===== src/rtl/dff_bank_pkg.sv =====
// Shared opcode and FSM state encodings for the DFF bank sequencing controller.
// DFF_BANK_READBACK_EN adds the VERIFY state.
package dff_bank_pkg;

  typedef enum logic [1:0] {
    OP_NOP    = 2'b00,
    OP_LOAD   = 2'b01,
    OP_CLEAR  = 2'b10,
    OP_PRESET = 2'b11
  } op_e;

  typedef enum logic [2:0] {
    ST_IDLE  = 3'd0,
    ST_LOAD  = 3'd1,
    ST_PULSE = 3'd2,
    ST_RECOV = 3'd3,
    ST_DONE  = 3'd4
`ifdef DFF_BANK_READBACK_EN
    ,
    ST_VERIFY = 3'd5
`endif
  } state_e;

endpackage


===== src/rtl/dff_bank_ctrl_if.sv =====
// Requester port bundle: level request, opcode and load data in, one-cycle grant back.
interface dff_bank_ctrl_if #(
  parameter int unsigned WIDTH = 8
);
  logic             req;
  logic [1:0]       op;
  logic [WIDTH-1:0] data;
  logic             gnt;

  modport master (output req, output op, output data, input gnt);
  modport slave  (input req, input op, input data, output gnt);
endinterface


===== src/rtl/dff_bank_ctrl_rr_arb2.sv =====
// Two-input round-robin arbiter; the pointer only moves when a grant is taken (en).
module rr_arb2 (
  input  logic       clk,
  input  logic       rst_n,
  input  logic [1:0] req,
  input  logic       en,
  output logic [1:0] gnt
);

  // last_q = 1 means requester 1 won most recently, so requester 0 is favoured
  logic last_q, last_d;

  always_comb begin
    gnt    = '0;
    last_d = last_q;
    if (req[0] && (!req[1] || last_q)) begin
      gnt[0] = 1'b1;
    end else if (req[1]) begin
      gnt[1] = 1'b1;
    end
    if (en && gnt[0]) begin
      last_d = 1'b0;
    end else if (en && gnt[1]) begin
      last_d = 1'b1;
    end
  end

  always_ff @(posedge clk or negedge rst_n) begin
    if (!rst_n) begin
      last_q <= 1'b1;
    end else begin
      last_q <= last_d;
    end
  end

endmodule


===== src/rtl/dff_bank_ctrl.sv =====
// Sequencing controller for an async-clear/preset DFF bank with round-robin requesters.
// Optional readback check of bank_Q enabled by DFF_BANK_READBACK_EN.
module dff_bank_ctrl
  import dff_bank_pkg::*;
#(
  parameter int unsigned WIDTH     = 8,
  parameter int unsigned PULSE_LEN = 2,
  parameter int unsigned RECOV_LEN = 1
) (
  input  logic              CLK,
  input  logic              CLR,
  dff_bank_ctrl_if.slave    rq0,
  dff_bank_ctrl_if.slave    rq1,
  output logic [WIDTH-1:0]  bank_D,
  output logic              bank_load,
  output logic              bank_CLR_n,
  output logic              bank_PRE_n,
  input  logic [WIDTH-1:0]  bank_Q,
  output logic              busy,
  output logic              done,
  output logic              done_id,
  output logic              done_err
);

  localparam int unsigned CNT_MAX = (PULSE_LEN > RECOV_LEN) ? PULSE_LEN : RECOV_LEN;
  localparam int unsigned CW      = $clog2(CNT_MAX + 1);
  typedef logic [CW-1:0] cnt_t;

`ifdef DFF_BANK_READBACK_EN
  localparam state_e ST_AFTER = ST_VERIFY;
`else
  localparam state_e ST_AFTER = ST_DONE;
`endif

  state_e           state_q, state_d;
  cnt_t             cnt_q, cnt_d;
  op_e              op_q, op_d;
  logic             id_q, id_d;
  logic [WIDTH-1:0] data_q, data_d;
  logic             gnt0_q, gnt0_d, gnt1_q, gnt1_d;
  logic             load_q, load_d;
  logic             clr_n_q, clr_n_d, pre_n_q, pre_n_d;
  logic             done_q, done_d, done_id_q, done_id_d;
  logic [1:0]       win;

  rr_arb2 u_arb (
    .clk   (CLK),
    .rst_n (CLR),
    .req   ({rq1.req, rq0.req}),
    .en    (state_q == ST_IDLE),
    .gnt   (win)
  );

`ifdef DFF_BANK_READBACK_EN
  logic             err_q, err_d;
  logic             done_err_q, done_err_d;
  logic [WIDTH-1:0] expect_val;

  always_comb begin
    case (op_q)
      OP_CLEAR:  expect_val = '0;
      OP_PRESET: expect_val = '1;
      default:   expect_val = data_q;
    endcase
  end
`else
  logic unused_bank_q;
  assign unused_bank_q = ^bank_Q;
`endif

  always_comb begin
    state_d = state_q;
    cnt_d   = cnt_q;
    op_d    = op_q;
    id_d    = id_q;
    data_d  = data_q;
`ifdef DFF_BANK_READBACK_EN
    err_d   = err_q;
`endif
    case (state_q)
      ST_IDLE: begin
        if (win != 2'b00) begin
          id_d   = win[1];
          op_d   = win[1] ? op_e'(rq1.op) : op_e'(rq0.op);
          data_d = win[1] ? rq1.data : rq0.data;
`ifdef DFF_BANK_READBACK_EN
          err_d  = 1'b0;
`endif
          case (op_d)
            OP_NOP:  state_d = ST_DONE;
            OP_LOAD: state_d = ST_LOAD;
            default: begin
              state_d = ST_PULSE;
              cnt_d   = cnt_t'(PULSE_LEN - 1);
            end
          endcase
        end
      end
      ST_LOAD: state_d = ST_AFTER;
      ST_PULSE: begin
        if (cnt_q != '0) begin
          cnt_d = cnt_q - 1'b1;
        end else if (RECOV_LEN > 0) begin
          state_d = ST_RECOV;
          cnt_d   = cnt_t'(RECOV_LEN - 1);
        end else begin
          state_d = ST_AFTER;
        end
      end
      ST_RECOV: begin
        if (cnt_q != '0) begin
          cnt_d = cnt_q - 1'b1;
        end else begin
          state_d = ST_AFTER;
        end
      end
`ifdef DFF_BANK_READBACK_EN
      ST_VERIFY: begin
        err_d   = (bank_Q != expect_val);
        state_d = ST_DONE;
      end
`endif
      ST_DONE: state_d = ST_IDLE;
      default: state_d = ST_IDLE;
    endcase

    // Outputs are decoded from the next state so every bank/handshake pin comes straight off a flop
    gnt0_d    = (state_q == ST_IDLE) && win[0];
    gnt1_d    = (state_q == ST_IDLE) && win[1];
    load_d    = (state_d == ST_LOAD);
    clr_n_d   = !((state_d == ST_PULSE) && (op_d == OP_CLEAR));
    pre_n_d   = !((state_d == ST_PULSE) && (op_d == OP_PRESET));
    done_d    = (state_d == ST_DONE);
    done_id_d = (state_d == ST_DONE) && id_d;
`ifdef DFF_BANK_READBACK_EN
    done_err_d = (state_d == ST_DONE) && err_d;
`endif
  end

  always_ff @(posedge CLK or negedge CLR) begin
    if (!CLR) begin
      state_q   <= ST_IDLE;
      cnt_q     <= '0;
      op_q      <= OP_NOP;
      id_q      <= 1'b0;
      data_q    <= '0;
      gnt0_q    <= 1'b0;
      gnt1_q    <= 1'b0;
      load_q    <= 1'b0;
      clr_n_q   <= 1'b0;
      pre_n_q   <= 1'b1;
      done_q    <= 1'b0;
      done_id_q <= 1'b0;
    end else begin
      state_q   <= state_d;
      cnt_q     <= cnt_d;
      op_q      <= op_d;
      id_q      <= id_d;
      data_q    <= data_d;
      gnt0_q    <= gnt0_d;
      gnt1_q    <= gnt1_d;
      load_q    <= load_d;
      clr_n_q   <= clr_n_d;
      pre_n_q   <= pre_n_d;
      done_q    <= done_d;
      done_id_q <= done_id_d;
    end
  end

`ifdef DFF_BANK_READBACK_EN
  always_ff @(posedge CLK or negedge CLR) begin
    if (!CLR) begin
      err_q      <= 1'b0;
      done_err_q <= 1'b0;
    end else begin
      err_q      <= err_d;
      done_err_q <= done_err_d;
    end
  end
  assign done_err = done_err_q;
`else
  assign done_err = 1'b0;
`endif

  assign rq0.gnt    = gnt0_q;
  assign rq1.gnt    = gnt1_q;
  assign bank_D     = data_q;
  assign bank_load  = load_q;
  assign bank_CLR_n = clr_n_q;
  assign bank_PRE_n = pre_n_q;
  assign busy       = (state_q != ST_IDLE);
  assign done       = done_q;
  assign done_id    = done_id_q;

endmodule


===== src/flat_wrapper.sv =====
// flat-port wrapper written by rule: the top's interface ports become plain ports
module dff_bank_ctrl_flat import dff_bank_pkg::*;
#(
  parameter int unsigned WIDTH     = 8,
  parameter int unsigned PULSE_LEN = 2,
  parameter int unsigned RECOV_LEN = 1
)
  (CLK, CLR, bank_D, bank_load, bank_CLR_n, bank_PRE_n, bank_Q, busy, done, done_id, done_err, rq0_req, rq0_op, rq0_data, rq0_gnt, rq1_req, rq1_op, rq1_data, rq1_gnt);
  dff_bank_ctrl_if #(.WIDTH(WIDTH)) rq0_i ();
  dff_bank_ctrl_if #(.WIDTH(WIDTH)) rq1_i ();
  input  logic CLK;
  input  logic CLR;
  output logic [WIDTH-1:0] bank_D;
  output logic bank_load;
  output logic bank_CLR_n;
  output logic bank_PRE_n;
  input  logic [WIDTH-1:0] bank_Q;
  output logic busy;
  output logic done;
  output logic done_id;
  output logic done_err;
  input wire logic [$bits(rq0_i.req)-1:0] rq0_req;
  input wire logic [$bits(rq0_i.op)-1:0] rq0_op;
  input wire logic [$bits(rq0_i.data)-1:0] rq0_data;
  output wire logic [$bits(rq0_i.gnt)-1:0] rq0_gnt;
  input wire logic [$bits(rq1_i.req)-1:0] rq1_req;
  input wire logic [$bits(rq1_i.op)-1:0] rq1_op;
  input wire logic [$bits(rq1_i.data)-1:0] rq1_data;
  output wire logic [$bits(rq1_i.gnt)-1:0] rq1_gnt;
  assign rq0_i.req = rq0_req;
  assign rq0_i.op = rq0_op;
  assign rq0_i.data = rq0_data;
  assign rq0_gnt = rq0_i.gnt;
  assign rq1_i.req = rq1_req;
  assign rq1_i.op = rq1_op;
  assign rq1_i.data = rq1_data;
  assign rq1_gnt = rq1_i.gnt;
  dff_bank_ctrl #(.WIDTH(WIDTH), .PULSE_LEN(PULSE_LEN), .RECOV_LEN(RECOV_LEN)) u_core (.CLK(CLK), .CLR(CLR), .rq0(rq0_i), .rq1(rq1_i), .bank_D(bank_D), .bank_load(bank_load), .bank_CLR_n(bank_CLR_n), .bank_PRE_n(bank_PRE_n), .bank_Q(bank_Q), .busy(busy), .done(done), .done_id(done_id), .done_err(done_err));
endmodule

===== config.mk =====
export PLATFORM = sky130hd
export DESIGN_NAME = dff_bank_ctrl_flat
export DESIGN_NICKNAME = d
export VERILOG_FILES = /design/src/rtl/dff_bank_pkg.sv /design/src/rtl/dff_bank_ctrl_if.sv /design/src/rtl/dff_bank_ctrl_rr_arb2.sv /design/src/rtl/dff_bank_ctrl.sv /design/src/flat_wrapper.sv
export SDC_FILE = /design/constraint.sdc
export NUM_CORES = 1
export LEC_CHECK = 0
export CORE_MARGIN = 2
export CORE_UTILIZATION = 45
export CTS_CLUSTER_DIAMETER = 30
export DETAILED_ROUTE_END_ITERATION = 7
export PLACE_DENSITY = 0.85
export SLEW_MARGIN = 15
export SYNTH_ARGS = -nofsm -noshare
export SYNTH_HDL_FRONTEND = slang
export SYNTH_SLANG_ARGS = --single-unit

===== constraint.sdc =====
create_clock -name CLK -period 3.16 [get_ports CLK]
set_input_delay 0.316 -clock CLK [delete_from_list [all_inputs] [get_ports CLK]]
set_output_delay 0.316 -clock CLK [all_outputs]
set_load 0.02 [all_outputs]

---- Word-level counts from Yosys, hierarchy flattened ----
Cells that the tools add are included.
storage, ports and cells
  bits in registers ....................... 24
  output and inout port bits .............. 17
operators by class
  add/sub/neg operators ................... 1
  equal/unequal tests ..................... 12
  mux-type cells .......................... 21
  reductions and logical operators ........ 20
operators with widths
  kind                                                    count
  two-way mux 2 bit                                       7
  one-hot mux 3 bit (4 select lines)                      1
  == test 3 x 2 -> 1 bit (second input constant)          3
  two-way mux 3 bit                                       3
  two-way mux 8 bit                                       1
  two-way mux 1 bit                                       7
  == test 3 x 1 -> 1 bit (second input constant)          2
  logical AND 1 bit                                       6
  one-hot mux 2 bit (3 select lines)                      1
  one-hot mux 3 bit (2 select lines)                      1
  nonzero test 2 bit                                      3
  nonzero test 3 bit                                      2
  == test 2 bit (second input constant)                   2
  inequality test 2 x 1 -> 1 bit (second input constant)  2
  AND reduction 4 bit                                     1
  == test 3 bit (second input constant)                   1
  logical NOT 1 bit                                       3
  logical NOT 3 bit                                       1
  == test 2 x 1 -> 1 bit (second input constant)          1
  logical NOT 2 bit                                       1
  inequality test 2 bit (second input constant)           1
  AND reduction 2 bit                                     1
  OR reduction 2 bit                                      1
  subtractor 2 x 1 -> 2 bit (second input constant)       1
  logical OR 1 bit                                        1

---- Depth between registers and ports, before layout ----
Gate-level depths: netlist of the first run.
  depth in word-level cells ............... 12
  mapped depth ............................ 6
  depth with buffers taken out ............ 6

---- Modules after synthesis ----
A second synthesis of the first run with hierarchy kept.
second synthesis, totals
  cells, all modules ...................... 110
  area, all modules ....................... 1176.1 um^2
modules (own cells, without submodules)
  module         instances  cells each  area each (um^2)
  dff_bank_ctrl  1          104         1119.8
  rr_arb2        1          6           56.3

---- Worst setup path after synthesis of the first run ----
OpenSTA, ideal clock, no wires.
  path kind ............................... register to register
  start ................................... register u_core.u_arb.last_q
  end ..................................... register u_core.clr_n_q, in the netlist u_core.bank_CLR_n
  arrival ................................. 1.325 ns
  required time ........................... 3.038 ns
  setup slack ............................. 1.712 ns
  stages on the path, launching flop included .. 5
  buffers on the path ..................... 0
  cell sequence ........................... dfstp_2 -> a21boi_2 -> mux2_4 -> mux2_4 -> nand2b_1
between the ends
  elaborated cells between the ends (all ways) .. 17
  those cells by class .................... eq/ne: 3; mux: 8; reduce/logical: 6
RTL lines
  element                                                         RTL line                                  source
  start, declared                                                 dff_bank_ctrl_rr_arb2.sv:11               logic last_q, last_d;
  start signal, assigned                                          dff_bank_ctrl_rr_arb2.sv:32               last_q <= last_d;
  logical OR 1 bit (*)                                            dff_bank_ctrl_rr_arb2.sv:16               if (req[0] && (!req[1] || last_q)) begin
  logical AND 1 bit (*)                                           dff_bank_ctrl_rr_arb2.sv:16
  two-way mux 1 bit                                               dff_bank_ctrl_rr_arb2.sv:16
  two-way mux 2 bit / nonzero test 2 bit (equally long branches)  dff_bank_ctrl.sv:84, dff_bank_ctrl.sv:82
  two-way mux 2 bit (*)                                           dff_bank_ctrl.sv:82                       if (win != 2'b00) begin
  two-way mux 2 bit (*)                                           dff_bank_ctrl.sv:80                       case (state_q)
  named net u_core.op_d[0]                                        dff_bank_ctrl.sv:37                       op_e op_q, op_d;
  == test 2 bit (*)                                               dff_bank_ctrl.sv:131                      clr_n_d = !((state_d == ST_PULSE) && (op_d == OP_CLEAR));
  logical AND 1 bit (*)                                           dff_bank_ctrl.sv:131
  logical NOT 1 bit (*)                                           dff_bank_ctrl.sv:131
  named net u_core.clr_n_d                                        dff_bank_ctrl.sv:42                       logic clr_n_q, clr_n_d, pre_n_q, pre_n_d;
  end signal, assigned                                            dff_bank_ctrl.sv:163                      clr_n_q <= clr_n_d;
  end, declared                                                   dff_bank_ctrl.sv:42
Mark *: on every way through the listed nets, which the timed path passes. The rest lies on a longest branch.
A chain may end at the register's enable or synchronous reset.

---- Final worst setup path of the first run ----
  start ................................... register u_core.state_q[0]
  end ..................................... output busy
between the ends
  cells in the longest elaborated chain, start to end .. 1
ends and longest elaborated chain
  element                 RTL line              source
  start, declared         dff_bank_ctrl.sv:35   state_e state_q, state_d;
  start signal, assigned  dff_bank_ctrl.sv:155  state_q <= state_d;
  nonzero test 3 bit      dff_bank_ctrl.sv:191  assign busy = (state_q != ST_IDLE);
  end, declared           flat_wrapper.sv:18    output logic busy;
Every way passes these cells.

==> results.py, run 1 <==
metrics = {
    "critical_path": {
        "endpoint_kind": "output pin",
        "cp.required_ps": 2840,
        "r2r_slack_ps": 1410,
        "cp-endpoint": "busy",
        "crit_arrival_ps": 1780,
        "r2r-start": "u_core.state_q[0]",
        "worstReg2RegEnd": "u_core.bank_CLR_n",
        "cp-startpoint": "u_core.state_q[0]",
        "worst-setup-path-type": "flip-flop to output pin",
        "crit_path_max_fanout": 9,
        "r2r_cells": 5,
        "worst_setup_path_start_kind": "flip-flop",
    },
    "clocking": {
        "ctsHtreeMaxLevel": 1,
        "root_buffer": "clkbuf_4",
        "cts.sinks": 24,
        "max-clock-path-buffers": 2,
        "cts_buffers": 3,
        "clkLatencyLatePin_ps": 300,
        "cts_tree": "built",
        "clk_pin_slew_ps": 120,
    },
    "power_and_ir_drop": {
        "total_power_mw": 1.46,
        "leakagePower_nw": 0.730,
        "power_density_nw_per_um2": 908,
        "ir_worst_vdd_uv": 514,
    },
    "sta": {
        "period_share_pct": 66.2,
        "period_needed_ps": 2090,
        "setup-violations-final": 0,
        "fin_ws_ps": 1070,
        "rsz0062_at_grt": "no",
        "maxSlewHeadroom_pct": 64.9,
        "hold_viol": 0,
        "clock.fmax_ghz": 0.478,
        "finalSetupTns_ps": 0,
        "finalClockSkew_ps": 2.05,
        "worstMarginPinSlew_ps": 527,
        "maxSlewViolCount": 0,
        "whs_ps": 483,
    },
    "layout": {
        "final.fill_count": 199,
        "post_route_cells_drive_above_1_share_pct": 11.0,
        "utilization_pct": 65.4,
        "finalNonFillerCells": 175,
        "multiInputGateArea_um2": 497,
        "diodes": 0,
        "synthToLayoutAreaGrowth_pct": 40.0,
        "final_area_um2": 1610,
        "seq_area_um2": 603,
        "final_nets": 181,
    },
    "synthesis": {
        "yosys.area.top_type_share_pct": 48.0,
        "avgSynthCellArea_um2": 11.0,
        "synth_area_um2": 1150,
        "synth_nets": 139,
        "synth_ff_type": "dfrtp_1",
        "netlist-cell-type-count": 31,
        "synthTopCellsByCount": "22 x dfrtp_1, 13 x nand2_1, 11 x mux2i_1",
        "ys_ff_latch": 24,
        "synth_cells": 104,
        "yosysSeqAreaShare_pct": 52.6,
        "yosysTopAreaCell": "dfrtp_1",
        "synthArstFlopShare_pct": 100,
        "synth_edf_count": 0,
        "yosysWarningCount": 0,
        "synth_most_common_cell": "dfrtp_1",
        "yosys-top-cells-area": "dfrtp_1 48%, mux2i_1 9.6%, dfstp_2 4.6%",
    },
    "routing": {
        "initialDrtViolationCount": 6,
        "routed_wl_mm": 2.26,
        "drtPass1Iterations": 2,
        "vias": 906,
        "drc": 0,
        "via_per_inst": 5.18,
        "routedWlPerCell_um": 12.9,
        "ant_nets": 0,
    },
    "floorplanning": {
        "core_um2": 2450,
        "start_util_pct": 46.7,
        "row_count": 18,
        "fp.dieH_um": 54.5,
        "design.die.area_um2": 2970,
        "fp.dieW_um": 54.5,
        "num_io_pins": 49,
    },
    "place": {
        "gp_congestion": 0.781,
        "place_ws_ps": 1020,
        "portBuffers": 39,
        "place_hpwl_mm": 1.73,
        "place_area_um2": 1570,
        "place_inst": 170,
    },
    "hold_path": {
        "hold_path_class": "flip-flop to flip-flop",
        "hold-path-cell-count": 1,
    },
    "grt": {
        "grt_start_max_net_pins": 25,
        "grt_pass1_wl_mm": 3.78,
        "grtUsageTotal_pct": 18.2,
        "grt_overflow": 0,
        "antenna_found_initial": 0,
        "grt_pass1_vias": 908,
    },
    "run_status": {
        "status": "complete, no violations",
    },
    "flow_run": {
        "cap_violations": 0,
    },
}
how the worst min path moves through the flow:
stage | start | endpoint | slack [ps]
after global placement | u_core.id_q | u_core.id_q | 450
after CTS | u_core.id_q | u_core.id_q | 490
after floorplan | CLR | u_core.bank_CLR_n | 20
after detailed placement | u_core.id_q | u_core.id_q | 460
after global routing | u_core.id_q | u_core.id_q | 510
final | u_core.id_q | u_core.id_q | 480
critical path, stage by stage (launching register included):
cell and delay [ps]:
dfrtp_1 510, nor3_2 360, inv_1 70, clkdlybuf4s50_1 540
final cells by class:
cell class	count	area share (%)
Timing Repair Buffer	42	25.5
Clock buffer	4	2.26
Sequential cell	24	37.5
Multi-Input combinational cell	69	30.9
Inverter	6	1.40
Tap cell	30	2.34
cells in the final DEF (no fill, tap or decap), types with 3 or more instances in the layout:
| cell | netlist | final |
|---|---|---|
| ha_1 | 3 | 3 |
| dfrtp_1 | 22 | 22 |
| nand2b_1 | 4 | 4 |
| mux2i_1 | 11 | 11 |
| nor2_1 | 4 | 4 |
| clkbuf_4 | 0 | 3 |
| nand2_1 | 13 | 13 |
| clkdlybuf4s50_1 | 0 | 38 |
| o21ai_1 | 10 | 10 |
| inv_1 | 6 | 6 |
cells by family after synthesis:
| family | synth area share (%) |
|---|---|
| compound gates | 14.3 |
| xor+xnor | 0.763 |
| fa+ha+maj | 3.27 |
| buf+inv | 4.14 |
| flops | 52.6 |
| mux | 12.2 |
| other cells | 0.327 |
| simple gates | 12.4 |
registers in the layout, summed over array words and instances (netlist names):
register	cells
u_core.done_id	1
u_core.op_q	2
u_core.bank_D	8
u_core.rq1.gnt	1
u_core.bank_PRE_n	1
u_core.bank_CLR_n	1
u_core.id_q	1
u_core.state_q	3
u_core.bank_load	1
u_core.rq0.gnt	1
u_core.cnt_q	2
u_core.done	1
u_core.u_arb.last_q	1
metal layers:
layer | track usage (%) | wire length [um] | vias to the layer above
li1 | - | - | 436
met1 | 19.6 | 935 | 427
met2 | 32.7 | 1090 | 39
met3 | 4.64 | 201 | 4
met4 | 8.75 | 36 | 0
met5 | 0 | 0 | -
where the power goes:
| part | internal, mW | leakage (nW) | switching [mW] |
|---|---|---|---|
| combinational | 0.365 | 0.414 | 0.392 |
| sequential | 0.452 | 0.294 | 0.0924 |
| clock | 0.0703 | 0.0210 | 0.0863 |
| total | 0.887 | 0.730 | 0.571 |
repair_timing:
item                                   in CTS  in global routing
resized for setup                           0                  0
buffers inserted                            0                  0
endpoints found under the hold margin       0                 22
hold buffers                                0                  1
No activity file was read; power rests on OpenSTA's default activity.
==> run 2, diff against run 1 <==
Settings changed: CORE_UTILIZATION 45 to 41, PLACE_DENSITY 0.85 to 0.79.
Clock period 3.16 ns to 2 ns, I/O delays scaled along.
==> run 2 against run 1 <==
Sequential power grew 60%. Wire length grew 1.5%. Clock power grew 61%. Critical endpoint unchanged.
==> results.py, run 2 (same netlist as run 1, synthesis figures left out) <==
metrics = {
    "routing": {
        "routedWlPerCell_um": 13.1,
        "routed_wl_mm": 2.30,
        "ant_nets": 0,
        "initialDrtViolationCount": 19,
        "drc": 0,
        "drtPass1Iterations": 4,
        "vias": 885,
        "via_per_inst": 5.03,
    },
    "layout": {
        "diodes": 0,
        "largest_reg_flops": 8,
        "finalNonFillerCells": 176,
        "final.fill_count": 239,
        "final_cell_mix": "39 x clkdlybuf4s50_1, 22 x dfrtp_1, 13 x nand2_1",
        "final_nets": 181,
        "synthToLayoutAreaGrowth_pct": 40.9,
        "final_common_cell": "clkdlybuf4s50_1",
        "post_route_cells_drive_above_1_share_pct": 11.0,
    },
    "sta": {
        "period_share_pct": 95.7,
        "period_needed_ps": 1910,
        "maxSlewViolCount": 0,
        "rsz0062_at_grt": "no",
        "whs_ps": 237,
        "setup-violations-final": 0,
        "finalClockSkew_ps": 0.821,
        "finalSetupTns_ps": 0,
        "hold_viol": 0,
        "clock.fmax_ghz": 0.523,
    },
    "critical_path": {
        "critPathBufInv": 2,
        "cp-startpoint": "u_core.state_q[0]",
        "slowest_delay_ps": 530,
        "crit_path_max_fanout": 9,
        "worstReg2RegEnd": "u_core.bank_CLR_n",
        "path_depth": 3,
        "endpoint_kind": "output pin",
        "r2r_slack_ps": 460,
        "crit_arrival_ps": 1710,
        "r2r_cells": 4,
        "worst-setup-path-type": "flip-flop to output pin",
        "cp-endpoint": "busy",
        "cpMaxStageDelayCell": "clkdlybuf4s50_1",
        "path_cells": "nor3_4 > inv_1 > clkdlybuf4s50_1",
        "worst_setup_path_start_kind": "flip-flop",
        "critPathTopFamily": "buffers and inverters",
        "cp.required_ps": 1800,
        "r2r-start": "u_core.state_q[0]",
    },
    "clocking": {
        "cts.sinks": 24,
        "clk_pin_slew_ps": 130,
        "max-clock-path-buffers": 2,
        "cts_buffers": 3,
        "ctsHtreeMaxLevel": 1,
        "cts_setup_buffers": 0,
        "clkLatencyLatePin_ps": 310,
        "cts_tree": "built",
        "root_buffer": "clkbuf_4",
    },
    "place": {
        "portBuffers": 39,
        "gp_congestion": 0.813,
        "place_inst": 172,
        "place_hpwl_mm": 1.74,
    },
    "floorplanning": {
        "start_util_pct": 42.3,
        "fp.dieH_um": 56.9,
        "row_count": 19,
        "design.die.area_um2": 3240,
        "fp.dieW_um": 56.9,
        "num_io_pins": 49,
        "core_um2": 2710,
    },
    "run_status": {
        "status": "complete, no violations",
    },
    "hold_path": {
        "hold_path_class": "input port to async pin",
    },
    "grt": {
        "grt_overflow": 0,
        "grtUsageTotal_pct": 14.9,
        "grt_pass1_wl_mm": 3.74,
        "antenna_found_initial": 0,
        "grt_pass1_vias": 872,
        "grt_start_max_net_pins": 25,
    },
    "power_and_ir_drop": {
        "leakagePower_nw": 0.731,
        "power_density_nw_per_um2": 1440,
        "ir_worst_vdd_uv": 870,
    },
    "flow_run": {
        "cap_violations": 0,
    },
}
-- run 2: stage by stage --
step / cell area (um^2) / total power [mW] / worst slack [ps] / util (%)
floorplan: 1150 / 1.60 / 552 / -
global placement: 1570 / 2.04 / 121 / 58.1
detailed placement: 1570 / 2.07 / 90.7 / 58.1
CTS: 1610 / 2.33 / 25.7 / 59.4
global route: 1620 / 2.49 / 21.4 / 59.6
finish: 1620 / 2.32 / 86.9 / 59.6
-- run 2: cell type report --
type	instances	area [um^2]	share of cell area (%)
sequential	24	603	37.3
timing repair buffer	42	413	25.5
clock buffer	4	36.3	2.24
inverter	6	22.5	1.39
multi-input combinational	69	503	31.1
tap	31	38.8	2.40
-- run 2: worst register-to-register path, stage by stage (launching register included) --
cell and delay (ps):
dfrtp_1 520, nor3_4 280, o21ai_2 160, mux2_4 340, nand2b_1 140
-- run 2: report_power, final --
| part | total [mW] | internal, mW | switching, mW |
|---|---|---|---|
| combinational | 1.20 | 0.584 | 0.616 |
| clock | 0.252 | 0.111 | 0.141 |
| sequential | 0.870 | 0.714 | 0.156 |
-- run 2: how the worst min path moves through the flow --
stage / startpoint / end / slack (ps) / cells past startpoint
after floorplan: CLR / u_core.bank_CLR_n / -100 / 0
after global placement: u_core.id_q / u_core.id_q / 450 / 1
after detailed placement: u_core.id_q / u_core.id_q / 460 / 1
after CTS: CLR / u_core.bank_D[7] / 240 / 2
after global routing: CLR / u_core.op_q[0] / 240 / 2
final: CLR / u_core.op_q[0] / 240 / 2
-- run 2: repair_timing --
| action | 4_1_cts | 5_1_grt |
|---|---|---|
| hold endpoints to repair | 0 | 0 |
| hold buffers | 0 | 0 |
| setup endpoints to repair | 0 | 1 |
| gates resized for setup | 0 | 1 |
-- run 2: routing by layer --
metal  routed length (um)  global-route usage [%]  vias to the layer above
met5                    0                       0                        -
met4                   12                    5.65                        0
met3                  222                    4.84                        2
met2                 1080                    25.5                       37
met1                  986                    17.4                      413
li1                     -                       -                      433
==> run 3, diff against run 2 <==
Settings changed: SKIP_CTS_REPAIR_TIMING set to 1.
Clock period 2 ns to 2.15 ns, I/O delays scaled along.
==> run 3 against run 2 <==
Design area decreased by 0.39%. Cell count unchanged. Critical endpoint unchanged. Wire length decreased by 1.3%. Power decreased by 7.7%. Largest cell class unchanged. Largest power group unchanged.
==> results.py, run 3 (same netlist as run 1, synthesis figures left out) <==
metrics = {
    "critical_path": {
        "crit_arrival_ps": 1800,
        "worstReg2RegEnd": "u_core.bank_CLR_n",
        "r2r_cells": 4,
        "worst_setup_path_start_kind": "flip-flop",
        "worst-setup-path-type": "flip-flop to output pin",
        "cp-startpoint": "u_core.state_q[0]",
        "r2r-start": "u_core.state_q[0]",
        "r2r_slack_ps": 500,
        "cpMaxStageDelayCell": "clkdlybuf4s50_1",
        "cp.required_ps": 1930,
        "endpoint_kind": "output pin",
        "slowest_delay_ps": 540,
        "crit_path_max_fanout": 9,
        "path_cells": "nor3_2 > inv_1 > clkdlybuf4s50_1",
    },
    "routing": {
        "routedWlPerCell_um": 12.9,
        "drtPass1Iterations": 3,
        "initialDrtViolationCount": 7,
        "met3_length_um": 227,
        "wl_met2_mm": 1.11,
        "drt-met1-wl_um": 917,
        "via_per_inst": 5.02,
        "top_layer_used": "met4",
        "drc": 0,
        "vias": 884,
        "ant_nets": 0,
        "routed_wl_mm": 2.27,
    },
    "floorplanning": {
        "num_io_pins": 49,
        "fp.dieH_um": 56.9,
        "design.die.area_um2": 3240,
        "row_count": 19,
        "fp.dieW_um": 56.9,
        "core_um2": 2710,
        "start_util_pct": 42.3,
    },
    "grt": {
        "grt_pass1_wl_mm": 3.62,
        "grt_start_max_net_pins": 25,
        "antenna_found_initial": 0,
        "grt_pass1_vias": 868,
        "grt_overflow": 0,
        "grtUsageTotal_pct": 14.3,
    },
    "power_and_ir_drop": {
        "ir_worst_vdd_uv": 768,
        "power_density_nw_per_um2": 1330,
        "leakagePower_nw": 0.730,
    },
    "place": {
        "portBuffers": 39,
        "gp_congestion": 0.813,
        "place_area_um2": 1570,
        "place_hpwl_mm": 1.76,
    },
    "layout": {
        "diodes": 0,
        "post_route_cells_drive_above_1_share_pct": 11.0,
        "final_nets": 181,
        "final_cell_mix": "39 x clkdlybuf4s50_1, 22 x dfrtp_1, 13 x nand2_1",
        "final_common_cell": "clkdlybuf4s50_1",
        "utilization_pct": 59.4,
        "synthToLayoutAreaGrowth_pct": 40.3,
        "final_area_um2": 1610,
        "largest_reg_flops": 8,
    },
    "sta": {
        "period_share_pct": 93.6,
        "hold_viol": 0,
        "setup-violations-final": 0,
        "maxSlewViolCount": 0,
        "finalSetupTns_ps": 0,
        "rsz0062_at_grt": "no",
        "finalClockSkew_ps": 4.06,
        "clock.fmax_ghz": 0.497,
        "period_needed_ps": 2010,
    },
    "run_status": {
        "status": "complete, no violations",
    },
    "clocking": {
        "max-clock-path-buffers": 2,
        "ctsHtreeMaxLevel": 1,
        "cts_buffers": 3,
        "cts.sinks": 24,
        "clkLatencyLatePin_ps": 310,
        "root_buffer": "clkbuf_4",
        "clk_pin_slew_ps": 130,
        "cts_tree": "built",
    },
    "flow_run": {
        "cap_violations": 0,
    },
    "hold_path": {
        "hold_path_class": "input port to async pin",
    },
}
==> run 3: cell counts in the layout (fill, tap and decap cells not counted) <==
No cell type changed its count.
==> run 3: critical path, delay by kind of cell, from the launching register on <==
kind                   cells  cell delay, ps
buffers and inverters      2             610
DFF                        1             510
and+or+nand+nor            1             370
==> run 3: metal layers <==
layer | GRT usage [%] | vias to the layer above
li1 | - | 435
met1 | 16.1 | 408
met2 | 25.0 | 39
met3 | 4.38 | 2
met4 | 5.98 | 0
met5 | 0 | -
==> run 3: layout make-up <==
class	instances	area (um^2)
Timing Repair Buffer	42	413
Sequential cell	24	603
Inverter	6	22.5
Clock buffer	4	36.3
Multi-Input combinational cell	69	497
Tap cell	31	38.8
Fill cell	224	1100
==> run 3: per-stage QoR <==
step	instances	hold slack [ps]	power (mW)	setup slack (ps)
2_1_floorplan	104	-80.6	1.49	702
3_3_place_gp	172	452	1.89	254
3_5_place_dp	172	466	1.93	223
4_1_cts	176	254	2.17	134
5_1_grt	176	262	2.29	49.9
6_report	176	252	2.14	138
==> run 3: where the power goes <==
group / switching (mW) / internal, mW
clock network: 0.130 / 0.103
logic: 0.571 / 0.539
registers: 0.136 / 0.664
==> run 3: worst max path at each step <==
| stage | endpoint | slack, ps | cells past startpoint |
|---|---|---|---|
| global placement | u_core.bank_CLR_n | 250 | 5 |
| detailed placement | u_core.bank_CLR_n | 220 | 5 |
| floorplan | u_core.bank_CLR_n | 700 | 4 |
| global route | busy | 50 | 3 |
| CTS | busy | 130 | 3 |
| finish | busy | 140 | 3 |
